<file path="src/rtl/fadd_issue_ctrl_if.sv">
// Handshake and adder bus for fadd_issue_ctrl: producer side, adder operands/result, consumer side.
// master = environment (producer, adder, consumer); slave = the issue controller.
interface fadd_issue_ctrl_if #(
  parameter int unsigned TAG_W = 4
);
  logic             in_valid;
  logic             in_ready;
  logic [31:0]      in_x1;
  logic [31:0]      in_x2;
  logic             in_sub;
  logic [TAG_W-1:0] in_tag;
  logic [31:0]      add_x1;
  logic [31:0]      add_x2;
  logic [31:0]      add_y;
  logic             out_valid;
  logic             out_ready;
  logic [31:0]      out_y;
  logic [TAG_W-1:0] out_tag;

  modport master (
    output in_valid, in_x1, in_x2, in_sub, in_tag, add_y, out_ready,
    input  in_ready, add_x1, add_x2, out_valid, out_y, out_tag
  );

  modport slave (
    input  in_valid, in_x1, in_x2, in_sub, in_tag, add_y, out_ready,
    output in_ready, add_x1, add_x2, out_valid, out_y, out_tag
  );
endinterface

</file>
<file path="src/rtl/fadd_issue_ctrl.sv">
// Issue controller for the fixed-latency pipelined FP adder: valid/tag shift pipe plus a
// credit-protected result FIFO. Optional counters (stall_cnt, op_cnt) under FADD_ISSUE_STATS_EN.
module fadd_issue_ctrl #(
  parameter int unsigned LATENCY    = 2,
  parameter int unsigned FIFO_DEPTH = 4,
  parameter int unsigned TAG_W      = 4
) (
  input  logic              clk,
  input  logic              rstn,
  fadd_issue_ctrl_if.slave  bus
`ifdef FADD_ISSUE_STATS_EN
  ,
  output logic [31:0]       stall_cnt,
  output logic [31:0]       op_cnt
`endif
);

  localparam int unsigned PTR_W = $clog2(FIFO_DEPTH);
  localparam int unsigned CNT_W = PTR_W + 1;

  logic               in_fire, wr_en, pop;
  logic [LATENCY-1:0] vpipe_q, vpipe_d;
  logic [TAG_W-1:0]   tpipe_q [LATENCY];
  logic [TAG_W-1:0]   tpipe_d [LATENCY];
  logic [31:0]        mem_y_q   [FIFO_DEPTH];
  logic [TAG_W-1:0]   mem_tag_q [FIFO_DEPTH];
  logic [PTR_W-1:0]   wr_ptr_q, wr_ptr_d, rd_ptr_q, rd_ptr_d;
  logic [CNT_W-1:0]   occ_q, occ_d;
  int unsigned        inflight;

  assign bus.add_x1 = bus.in_x1;
  assign bus.add_x2 = {bus.in_x2[31] ^ bus.in_sub, bus.in_x2[30:0]};

  // Credit is computed from registered state only, so a same-cycle pop cannot raise in_ready.
  always_comb begin
    inflight = 0;
    for (int i = 0; i < LATENCY; i++) begin
      inflight = inflight + 32'(vpipe_q[i]);
    end
    bus.in_ready = (32'(occ_q) + inflight) < FIFO_DEPTH;
  end

  assign bus.out_valid = (occ_q != '0);
  assign bus.out_y     = bus.out_valid ? mem_y_q[rd_ptr_q]   : '0;
  assign bus.out_tag   = bus.out_valid ? mem_tag_q[rd_ptr_q] : '0;

  always_comb begin
    in_fire    = bus.in_valid & bus.in_ready;
    wr_en      = vpipe_q[LATENCY-1];
    pop        = bus.out_valid & bus.out_ready;
    vpipe_d    = vpipe_q;
    tpipe_d    = tpipe_q;
    vpipe_d[0] = in_fire;
    tpipe_d[0] = bus.in_tag;
    for (int i = 1; i < LATENCY; i++) begin
      vpipe_d[i] = vpipe_q[i-1];
      tpipe_d[i] = tpipe_q[i-1];
    end
    wr_ptr_d = wr_ptr_q;
    rd_ptr_d = rd_ptr_q;
    occ_d    = occ_q;
    if (wr_en) wr_ptr_d = wr_ptr_q + PTR_W'(1);
    if (pop)   rd_ptr_d = rd_ptr_q + PTR_W'(1);
    if (wr_en && !pop)      occ_d = occ_q + CNT_W'(1);
    else if (!wr_en && pop) occ_d = occ_q - CNT_W'(1);
  end

  always_ff @(posedge clk or negedge rstn) begin
    if (!rstn) begin
      vpipe_q  <= '0;
      wr_ptr_q <= '0;
      rd_ptr_q <= '0;
      occ_q    <= '0;
      for (int i = 0; i < LATENCY; i++) tpipe_q[i] <= '0;
    end else begin
      vpipe_q  <= vpipe_d;
      tpipe_q  <= tpipe_d;
      wr_ptr_q <= wr_ptr_d;
      rd_ptr_q <= rd_ptr_d;
      occ_q    <= occ_d;
    end
  end

  // Storage needs no reset; occ gates everything that reads it.
  always_ff @(posedge clk) begin
    if (wr_en) begin
      mem_y_q[wr_ptr_q]   <= bus.add_y;
      mem_tag_q[wr_ptr_q] <= tpipe_q[LATENCY-1];
    end
  end

  always_ff @(posedge clk) begin
    if (rstn) begin
      assert (!(pop && occ_q == '0));
      assert (!(wr_en && !pop && occ_q == CNT_W'(FIFO_DEPTH)));
    end
  end

`ifdef FADD_ISSUE_STATS_EN
  logic [31:0] stall_cnt_q, stall_cnt_d, op_cnt_q, op_cnt_d;

  always_comb begin
    stall_cnt_d = stall_cnt_q;
    op_cnt_d    = op_cnt_q;
    if (bus.in_valid && !bus.in_ready && stall_cnt_q != '1) stall_cnt_d = stall_cnt_q + 32'd1;
    if (in_fire && op_cnt_q != '1) op_cnt_d = op_cnt_q + 32'd1;
  end

  always_ff @(posedge clk or negedge rstn) begin
    if (!rstn) begin
      stall_cnt_q <= '0;
      op_cnt_q    <= '0;
    end else begin
      stall_cnt_q <= stall_cnt_d;
      op_cnt_q    <= op_cnt_d;
    end
  end

  assign stall_cnt = stall_cnt_q;
  assign op_cnt    = op_cnt_q;
`endif

endmodule

</file>
<file path="src/flat_wrapper.sv">
// flat-port wrapper written by rule: the top's interface ports become plain ports
module fadd_issue_ctrl_flat 
#(
  parameter int unsigned LATENCY    = 2,
  parameter int unsigned FIFO_DEPTH = 4,
  parameter int unsigned TAG_W      = 4
)
  (clk, rstn, bus_in_valid, bus_in_x1, bus_in_x2, bus_in_sub, bus_in_tag, bus_add_y, bus_out_ready, bus_in_ready, bus_add_x1, bus_add_x2, bus_out_valid, bus_out_y, bus_out_tag);
  fadd_issue_ctrl_if #(.TAG_W(TAG_W)) bus_i ();
  input  logic clk;
  input  logic rstn;
  input wire logic [$bits(bus_i.in_valid)-1:0] bus_in_valid;
  input wire logic [$bits(bus_i.in_x1)-1:0] bus_in_x1;
  input wire logic [$bits(bus_i.in_x2)-1:0] bus_in_x2;
  input wire logic [$bits(bus_i.in_sub)-1:0] bus_in_sub;
  input wire logic [$bits(bus_i.in_tag)-1:0] bus_in_tag;
  input wire logic [$bits(bus_i.add_y)-1:0] bus_add_y;
  input wire logic [$bits(bus_i.out_ready)-1:0] bus_out_ready;
  output wire logic [$bits(bus_i.in_ready)-1:0] bus_in_ready;
  output wire logic [$bits(bus_i.add_x1)-1:0] bus_add_x1;
  output wire logic [$bits(bus_i.add_x2)-1:0] bus_add_x2;
  output wire logic [$bits(bus_i.out_valid)-1:0] bus_out_valid;
  output wire logic [$bits(bus_i.out_y)-1:0] bus_out_y;
  output wire logic [$bits(bus_i.out_tag)-1:0] bus_out_tag;
  assign bus_i.in_valid = bus_in_valid;
  assign bus_i.in_x1 = bus_in_x1;
  assign bus_i.in_x2 = bus_in_x2;
  assign bus_i.in_sub = bus_in_sub;
  assign bus_i.in_tag = bus_in_tag;
  assign bus_i.add_y = bus_add_y;
  assign bus_i.out_ready = bus_out_ready;
  assign bus_in_ready = bus_i.in_ready;
  assign bus_add_x1 = bus_i.add_x1;
  assign bus_add_x2 = bus_i.add_x2;
  assign bus_out_valid = bus_i.out_valid;
  assign bus_out_y = bus_i.out_y;
  assign bus_out_tag = bus_i.out_tag;
  fadd_issue_ctrl #(.LATENCY(LATENCY), .FIFO_DEPTH(FIFO_DEPTH), .TAG_W(TAG_W)) u_core (.clk(clk), .rstn(rstn), .bus(bus_i));
endmodule
</file>
<file path="config.mk">
export PLATFORM = sky130hd
export DESIGN_NAME = fadd_issue_ctrl_flat
export DESIGN_NICKNAME = d
export VERILOG_FILES = /design/src/rtl/fadd_issue_ctrl_if.sv /design/src/rtl/fadd_issue_ctrl.sv /design/src/flat_wrapper.sv
export SDC_FILE = /design/constraint.sdc
export NUM_CORES = 1
export LEC_CHECK = 0
export BUFFER_PORTS_ARGS = -buffer_cell sky130_fd_sc_hd__clkbuf_2
export CAP_MARGIN = 20
export CORE_MARGIN = 2
export CORE_UTILIZATION = 25
export DETAILED_ROUTE_END_ITERATION = 7
export HOLD_SLACK_MARGIN = 0.15
export PLACE_DENSITY = 0.54
export REMOVE_ABC_BUFFERS = 1
export SYNTH_ARGS = -nofsm -noshare
export SYNTH_HDL_FRONTEND = slang
export SYNTH_SLANG_ARGS = --single-unit
</file>
<file path="constraint.sdc">
create_clock -name clk -period 5.4 [get_ports clk]
set_input_delay 0.54 -clock clk [delete_from_list [all_inputs] [get_ports clk]]
set_output_delay 0.54 -clock clk [all_outputs]
set_load 0.02 [all_outputs]
</file>
### Yosys cells after proc, flatten, opt, wreduce, memory -nomap -nowiden

Memory sizes are Yosys's and may differ from the RTL's.
Index checks and enable logic that the tools add are counted.

| cells by class | value |
|---|---|
| add/sub/neg operators | 6 |
| $lt $le $gt $ge | 1 |
| reduce and logical (&&, ||, !) cells | 6 |
| bitwise logic cells | 3 |
| muxes and demuxes | 6 |

Operators with widths:

| cell | count |
|---|---|
| $add 3x32->32 | 1 |
| $lt 32x3->1 const B | 1 |
| $mux 32 | 1 |
| $mux 3 | 2 |
| $add 2x1->2 const B | 2 |
| $mux 4 | 1 |
| $add 3x1->3 const B | 1 |
| $reduce_bool 3->1 | 1 |
| $sub 3x1->3 const B | 1 |
| $add 1x1->2 | 1 |
| $and 1x1->1 | 2 |
| $logic_and 1x1->1 | 2 |
| $logic_not 1->1 | 2 |
| $mux 1 | 2 |
| $reduce_bool 2->1 | 1 |
| $xor 1x1->1 | 1 |

| storage, ports and cells | value |
|---|---|
| word-level logic and storage cells | 30 |
| bits in registers | 17 |
| input port bits | 105 |
| memories kept | 2 |
| RAM bits | 144 |

Memory list:

| memory | words | width | rd ports | clocked after memory_dff | write ports | RTL line | source |
|---|---|---|---|---|---|---|---|
| u_core.mem_y_q | 4 | 32 | 1 | 0 | 1 | fadd_issue_ctrl.sv:25 | `logic [31:0] mem_y_q [FIFO_DEPTH];` |
| u_core.mem_tag_q | 4 | 4 | 1 | 0 | 1 | fadd_issue_ctrl.sv:26 | `logic [TAG_W-1:0] mem_tag_q [FIFO_DEPTH];` |

### Logic depth before layout (Yosys ltp)

Gate-level depths: netlist (run 1).

| logic depth | value |
|---|---|
| depth in word-level cells | 5 |
| mapped depth | 9 |

### Worst setup path after synthesis (run 1)

Ideal clock, no wire load.

| timing path | value |
|---|---|
| kind | reg-to-reg |
| start | register u_core.occ_q[0] |
| end | register u_core.occ_q[2] |
| data required time | 5321 ps |
| setup slack | 3289 ps |
| buffers on the path | 1 |
| arrival time | 2031 ps |
| stages on the path, launching flop included | 10 |
| cells stage by stage | dfrtp_1 -> or3_1 -> clkbuf_1 -> nand2_1 -> ha_1 -> inv_1 -> fa_1 -> xor2_1 -> nor2_1 -> xor2_1 |

| on the way | value |
|---|---|
| longest elaborated chain between the ends | 5 |
| elaborated cells between the ends (all ways) | 10 |
| classes of those cells | add/sub: 2; mux: 2; bitwise: 1; reduce/logical: 5 |

Ends and longest elaborated chain:

| what | RTL line | source |
|---|---|---|
| from (decl) | fadd_issue_ctrl.sv:28 | `logic [CNT_W-1:0] occ_q, occ_d;` |
| from (signal assigned) | fadd_issue_ctrl.sv:73 | `occ_q <= '0;` |
| from (signal assigned) | fadd_issue_ctrl.sv:80 | `occ_q <= occ_d;` |
| parallel branches: the longest is 5 deep, another holds $sub 3x1->3 | n/a |  |

Several ways; the timed one is not identified. The select of a mux whose other input is x is not followed.
A chain may end at the register's enable or synchronous reset.

### Worst setup path in the final report (run 1)

| timing path | value |
|---|---|
| start | register u_core.rd_ptr_q[0] |
| end | output bus_out_y[31] |

| on the way | value |
|---|---|
| longest elaborated chain between the ends | 2 |

Ends and longest elaborated chain:

| what | RTL line | source |
|---|---|---|
| from (decl) | fadd_issue_ctrl.sv:27 | `logic [PTR_W-1:0] wr_ptr_q, wr_ptr_d, rd_ptr_q, rd_ptr_d;` |
| from (signal assigned) | fadd_issue_ctrl.sv:79 | `rd_ptr_q <= rd_ptr_d;` |
| $mem_v2 4x32 | n/a |  |
| $mux 32 | fadd_issue_ctrl.sv:44 | `assign bus.out_y = bus.out_valid ? mem_y_q[rd_ptr_q] : '0;` |
| to (decl) | flat_wrapper.sv:23 | `output wire logic [$bits(bus_i.out_y)-1:0] bus_out_y;` |

No other way between the ends.

==> results.toml, run 1 <==
[synth]
yosysTopAreaCell = "edfxtp_1"
synthTopCellsByArea = "edfxtp_1 65%, mux4_2 12%, buf_4 7.2%, dfrtp_1 6.4%, and2_1 3.9%"
ys_types = 22
ys_ff_latch = 161
async_flop_share = 0.106
synth.avg_cell_area_um2 = 19.5
synth_top_flop_cell = "edfxtp_1"
synth_area_um2 = 6600
ys_warn_count = 0
synth_enable_flop_cells = 144
synth_top_area_share = 0.655
netlist_instances = 339
synth_seq_area_share = 0.719

[final_layout]
nNetsFinal = 478
postLayoutCellArea_um2 = 7470
fillers = 2559
final_util = 0.287
layout_commonest_cell = "edfxtp_1"
syn_to_final_growth_pct = 13.1
regArea_um2 = 4750
multi_input_area_um2 = 1290
layout_common_cells = "144 x edfxtp_1, 80 x clkbuf_2, 37 x and2_1"
drive_above_1_share = 0.407
antenna_cells = 0

[drt]
drt_iter0_drc = 241
post-route-drc-count = 0
wl_um = 16800
post_drt_wl_per_cell_um = 23.5
viasPerCell = 4.28
drt.antenna.violating_nets = 0
num_vias = 3054
first_pass_iters = 4

[grt]
antenna_found_initial = 0
grt_overflow = 0
grt_first_pass_wirelength_um = 24000
grt_max_degree = 40
first_global_vias = 3322
track_usage = 0.122

[critical_path]
r2r_end = "u_core.occ_q[2]"
slowest_delay_ns = 0.94
cp.arrival_ns = 2.33
critPathLaunchType = "register"
crit_required_ns = 4.86
cpMaxStageDelayCell = "dfrtp_4"
end_kind = "output pin"
rr_worst_depth = 8
cp_max_fo = 38
worstPathCellList = "mux4_2 > and2_1 > clkbuf_2"
path_class = "reg2out"
crit_family = "flip-flops"
worstReg2RegStart = "u_core.occ_q[0]"
r2r_slack_ns = 2.69
path_buf_inv = 1

[timing]
finalHoldViolCount = 0
fin_crit_sh = 0.531
finalCriticalPeriod_ns = 2.87
rsz0062_at_grt = "no"
max_freq_ghz = 0.349
slew_violations = 0
hold_ws_ns = 0.219
setup_tns_ns = 0
fin_skew_ns = 0.00810
worstMarginPinSlew_ns = 1.06
finalSetupViolations = 0
slew_headroom = 0.291

[clocking]
clk_latency_ns = 0.42
clockRootBuffer = "clkbuf_16"
tritoncts = "built"
clock_path_buffers = 2
htreeDepth = 4
path_clk_slew_ns = 0.07
cts.sinks = 161
cts_made_buffers = 17

[power_and_ir_drop]
max-vdd-ir-drop_mv = 0.241
power.total_mw = 4.17
p_leak_nw = 2.57
power_density_nw_per_um2 = 558

[min_path]
hp-class = "in2reg"
holdPathEnd = "u_core.tpipe_d[0]"
holdPathStages = 1
worstHoldStart = "bus_in_tag[0]"

[floorplanning]
core_um2 = 26000
rows = 59
fp.dieH_um = 167
initial_core_util = 0.254
die_width_um = 167
pin_count = 207
dieArea_um2 = 27700

[place]
place.gp.congestion = 0.630
place_area_um2 = 6880
dp_hpwl_um = 10800
io_buffers = 80

[run_status]
status = "finished, final reports clean"

[flow_run]
cap_violations = 0
registers in the layout (all words and copies together) (netlist names):
signal	count
u_core.mem_tag_q	16
u_core.tpipe_d	4
u_core.tpipe_q	4
u_core.mem_y_q	128
u_core.vpipe_q	2
u_core.wr_ptr_q	2
u_core.rd_ptr_q	2
u_core.occ_q	3
worst max-delay path by stage:
stage | startpoint | endpoint | slack [ns] | depth (start not counted)
final | u_core.rd_ptr_q[0] | bus_out_y[31] | 2.53 | 3
after CTS | u_core.rd_ptr_q[0] | bus_out_tag[3] | 2.40 | 3
after global placement | u_core.occ_q[0] | u_core.occ_q[2] | 2.83 | 8
after floorplan | u_core.rd_ptr_q[0] | bus_out_tag[0] | 2.43 | 2
after detailed placement | u_core.occ_q[0] | u_core.occ_q[2] | 2.66 | 8
after global routing | u_core.rd_ptr_q[0] | bus_out_y[5] | 2.37 | 3
power breakdown:
part | total (mW) | switching, mW | internal [mW]
registers | 1.78 | 0.212 | 1.57
clock network | 1.14 | 0.502 | 0.638
logic | 1.24 | 0.664 | 0.579
synth_stat cells (2+ instances only):
cell / n
clkbuf_1: 4
xnor2_1: 3
and2_1: 41
edfxtp_1: 144
inv_1: 3
mux4_2: 36
xor2_1: 4
dfrtp_1: 17
buf_2: 5
nand2_1: 2
buf_4: 63
ha_1: 7
cell type report:
| cell class | count | share of cell area |
|---|---|---|
| well taps | 335 | 0.0561 |
| clock buffers | 17 | 0.0570 |
| inverters | 3 | 0.00151 |
| repair buffers | 82 | 0.0577 |
| clock inverters | 15 | 0.0181 |
| flip-flops and latches | 161 | 0.637 |
| multi-input cells | 100 | 0.173 |
routing by layer:
layer | track usage | part of all wire | up-vias | routed length (um)
met5 | 0.0504 | 0.0082 | - | 137
met4 | 0.0412 | 0.012 | 4 | 204
met3 | 0.102 | 0.16 | 23 | 2750
met2 | 0.159 | 0.42 | 199 | 7070
met1 | 0.143 | 0.39 | 1554 | 6610
li1 | - | - | 1274 | -
stage by stage:
step / std cells / setup slack (ns)
6_report: 713 / 2.53
4_1_cts: 712 / 2.40
5_1_grt: 713 / 2.37
3_3_place_gp: 679 / 2.83
3_5_place_dp: 679 / 2.66
2_1_floorplan: 264 / 2.43
kinds of logic after synthesis:
kind of cell	after synthesis	synth area share
DFF	161	0.719
muxes	37	0.124
adders and majority gates	8	0.0163
xor gates and xnor gates	7	0.00928
buffers and inverters	78	0.0864
and+or+nand+nor	46	0.0423
AOI/OAI and AO/OA	2	0.00208
timing repair:
action	CTS	global route
hold buffers	1	0
gates resized for setup	0	0
endpoints found under the hold margin	17	0
setup buffers	0	0
Power figures use the tool's default switching activity.
==> inputs of run 2 (changes only) <==
--- a/config.mk
+++ b/config.mk
@@ -11,7 +11,7 @@
 export CORE_UTILIZATION = 25
 export DETAILED_ROUTE_END_ITERATION = 7
 export HOLD_SLACK_MARGIN = 0.15
-export PLACE_DENSITY = 0.54
+export PLACE_DENSITY = 0.56
 export REMOVE_ABC_BUFFERS = 1
 export SYNTH_ARGS = -nofsm -noshare
 export SYNTH_HDL_FRONTEND = slang
==> constraint.sdc (replaced) <==
create_clock -name clk -period 2.5 [get_ports clk]
set_input_delay 0.25 -clock clk [delete_from_list [all_inputs] [get_ports clk]]
set_output_delay 0.25 -clock clk [all_outputs]
set_load 0.02 [all_outputs]
==> run 2 against run 1 <==
Against the previous run:
- design area rose by 6.7%
- power rose by 120%
- global-route usage rose by 0.14 points
- first-iteration DRC count rose by 37%
- combinational power rose to 2.5 times the previous value
- register-to-register slack got worse by 2.4 ns
==> results.toml, run 2 (synthesized netlist as in run 1, its figures left out) <==
[critical_path]
crit_family = "multiplexers"
r2r_slack_ns = 0.31
rr_worst_depth = 8
cp.depth = 4
worstReg2RegStart = "u_core.occ_q[0]"
cp_max_fo = 19
crit_required_ns = 2.25
cpMaxStageDelayCell = "mux4_2"
cp.arrival_ns = 2.10
cp-startpoint = "u_core.rd_ptr_q[0]"
worstPathCellList = "buf_4 > mux4_2 > and2_1 > clkbuf_2"
path_class = "reg2out"
end_kind = "output pin"
slowest_delay_ns = 0.56
r2r_end = "u_core.occ_q[2]"
critPathLaunchType = "register"
crit_end = "bus_out_y[20]"
path_buf_inv = 2

[floorplanning]
pin_count = 207
dieArea_um2 = 27700
die_width_um = 167
rows = 59
core_um2 = 26000
fp.dieH_um = 167
initial_core_util = 0.254

[timing]
slew_violations = 0
rsz0062_at_grt = "no"
finalCriticalPeriod_ns = 2.35
fin_skew_ns = 0.00962
finalHoldViolCount = 0
worstMarginPinSlew_ns = 0.525
finalSetupViolations = 0
setup_tns_ns = 0
fin_crit_sh = 0.941
max_freq_ghz = 0.425
slew_headroom = 0.650

[drt]
drt_iter0_drc = 331
first_pass_iters = 6
num_vias = 3269
viasPerCell = 4.31
wl_um = 16800
post-route-drc-count = 0
drt.antenna.violating_nets = 0
post_drt_wl_per_cell_um = 22.2

[final_layout]
largest_reg_flops = 128
regMostFlops = "u_core.mem_y_q"
drive_above_1_share = 0.385
antenna_cells = 0
final_util = 0.306
fillers = 2588
nNetsFinal = 524
fin_cells = 758
layout_commonest_cell = "edfxtp_1"
postLayoutCellArea_um2 = 7960
layout_common_cells = "144 x edfxtp_1, 80 x clkbuf_2, 39 x dlygate4sd3_1"
syn_to_final_growth_pct = 20.6
top_regs = "u_core.mem_y_q (128), u_core.mem_tag_q (16)"

[power_and_ir_drop]
power_density_nw_per_um2 = 1150
max-vdd-ir-drop_mv = 0.437
power.total_mw = 9.19
p_leak_nw = 2.79

[grt]
track_usage = 0.124
grt_overflow = 0
first_global_vias = 3484
grt_max_degree = 39
grt_first_pass_wirelength_um = 24500
antenna_found_initial = 0

[clocking]
cts_setup_buffers = 0
cts_hold_buf = 39
tritoncts = "built"
clk_latency_ns = 0.42
htreeDepth = 4
clockRootBuffer = "clkbuf_16"
cts_resized = 0
cts_made_buffers = 17
clock_path_buffers = 2
path_clk_slew_ns = 0.06
cts.sinks = 161

[place]
place.gp.congestion = 0.667
dp_hpwl_um = 11200
io_buffers = 80
place_inst = 688
place_area_um2 = 7010

[min_path]
hp-class = "in2async"

[run_status]
status = "finished, final reports clean"

[flow_run]
cap_violations = 0
-- run 2: layout make-up --
class                   instances  area, um2  area share
clock buffers                  18        429      0.0539
well taps                     335        419      0.0526
clock inverters                13        139      0.0174
flip-flops and latches        161       4750       0.597
repair buffers                128        921       0.116
multi-input cells             100       1290       0.162
inverters                       3       11.3     0.00141
-- run 2: per-stage QoR --
stage / hold slack, ns / worst slack (ns)
floorplan: -0.0456 / -0.181
global placement: 0.216 / 0.377
detailed placement: 0.225 / 0.302
CTS: 0.298 / 0.0426
global route: 0.321 / 0.0234
finish: 0.296 / 0.147
-- run 2: layer usage --
metal  global-route usage  vias to the layer above  part of all wire
li1                     -                     1365                 -
met1                0.139                     1659              0.39
met2                0.165                      209              0.42
met3                0.107                       28              0.16
met4               0.0360                        8             0.015
met5               0.0713                        -             0.015
-- run 2: power by group --
part           total (mW)  leakage [nW]  switching, mW  internal [mW]
registers            3.54          1.51          0.142           3.40
logic                3.15          1.01           1.77           1.38
clock network        2.50         0.276           1.03           1.47
-- run 2: worst reg2reg max path: stages, from the launching register on --
cell     delay [ns]
dfrtp_1        0.43
or3_2          0.48
nand2_1        0.13
ha_1           0.20
inv_1          0.06
fa_1           0.38
xor2_1         0.15
nor2_1         0.13
xor2_1         0.15
-- run 2: worst min path at each step --
| stage | to | slack (ns) |
|---|---|---|
| 2_1_floorplan | u_core.occ_q[0] | -0.05 |
| 3_3_place_gp | u_core.tpipe_d[2] | 0.22 |
| 3_5_place_dp | u_core.tpipe_d[2] | 0.22 |
| 4_1_cts | u_core.vpipe_q[0] | 0.30 |
| 5_1_grt | u_core.tpipe_d[2] | 0.32 |
| 6_report | u_core.tpipe_d[2] | 0.30 |
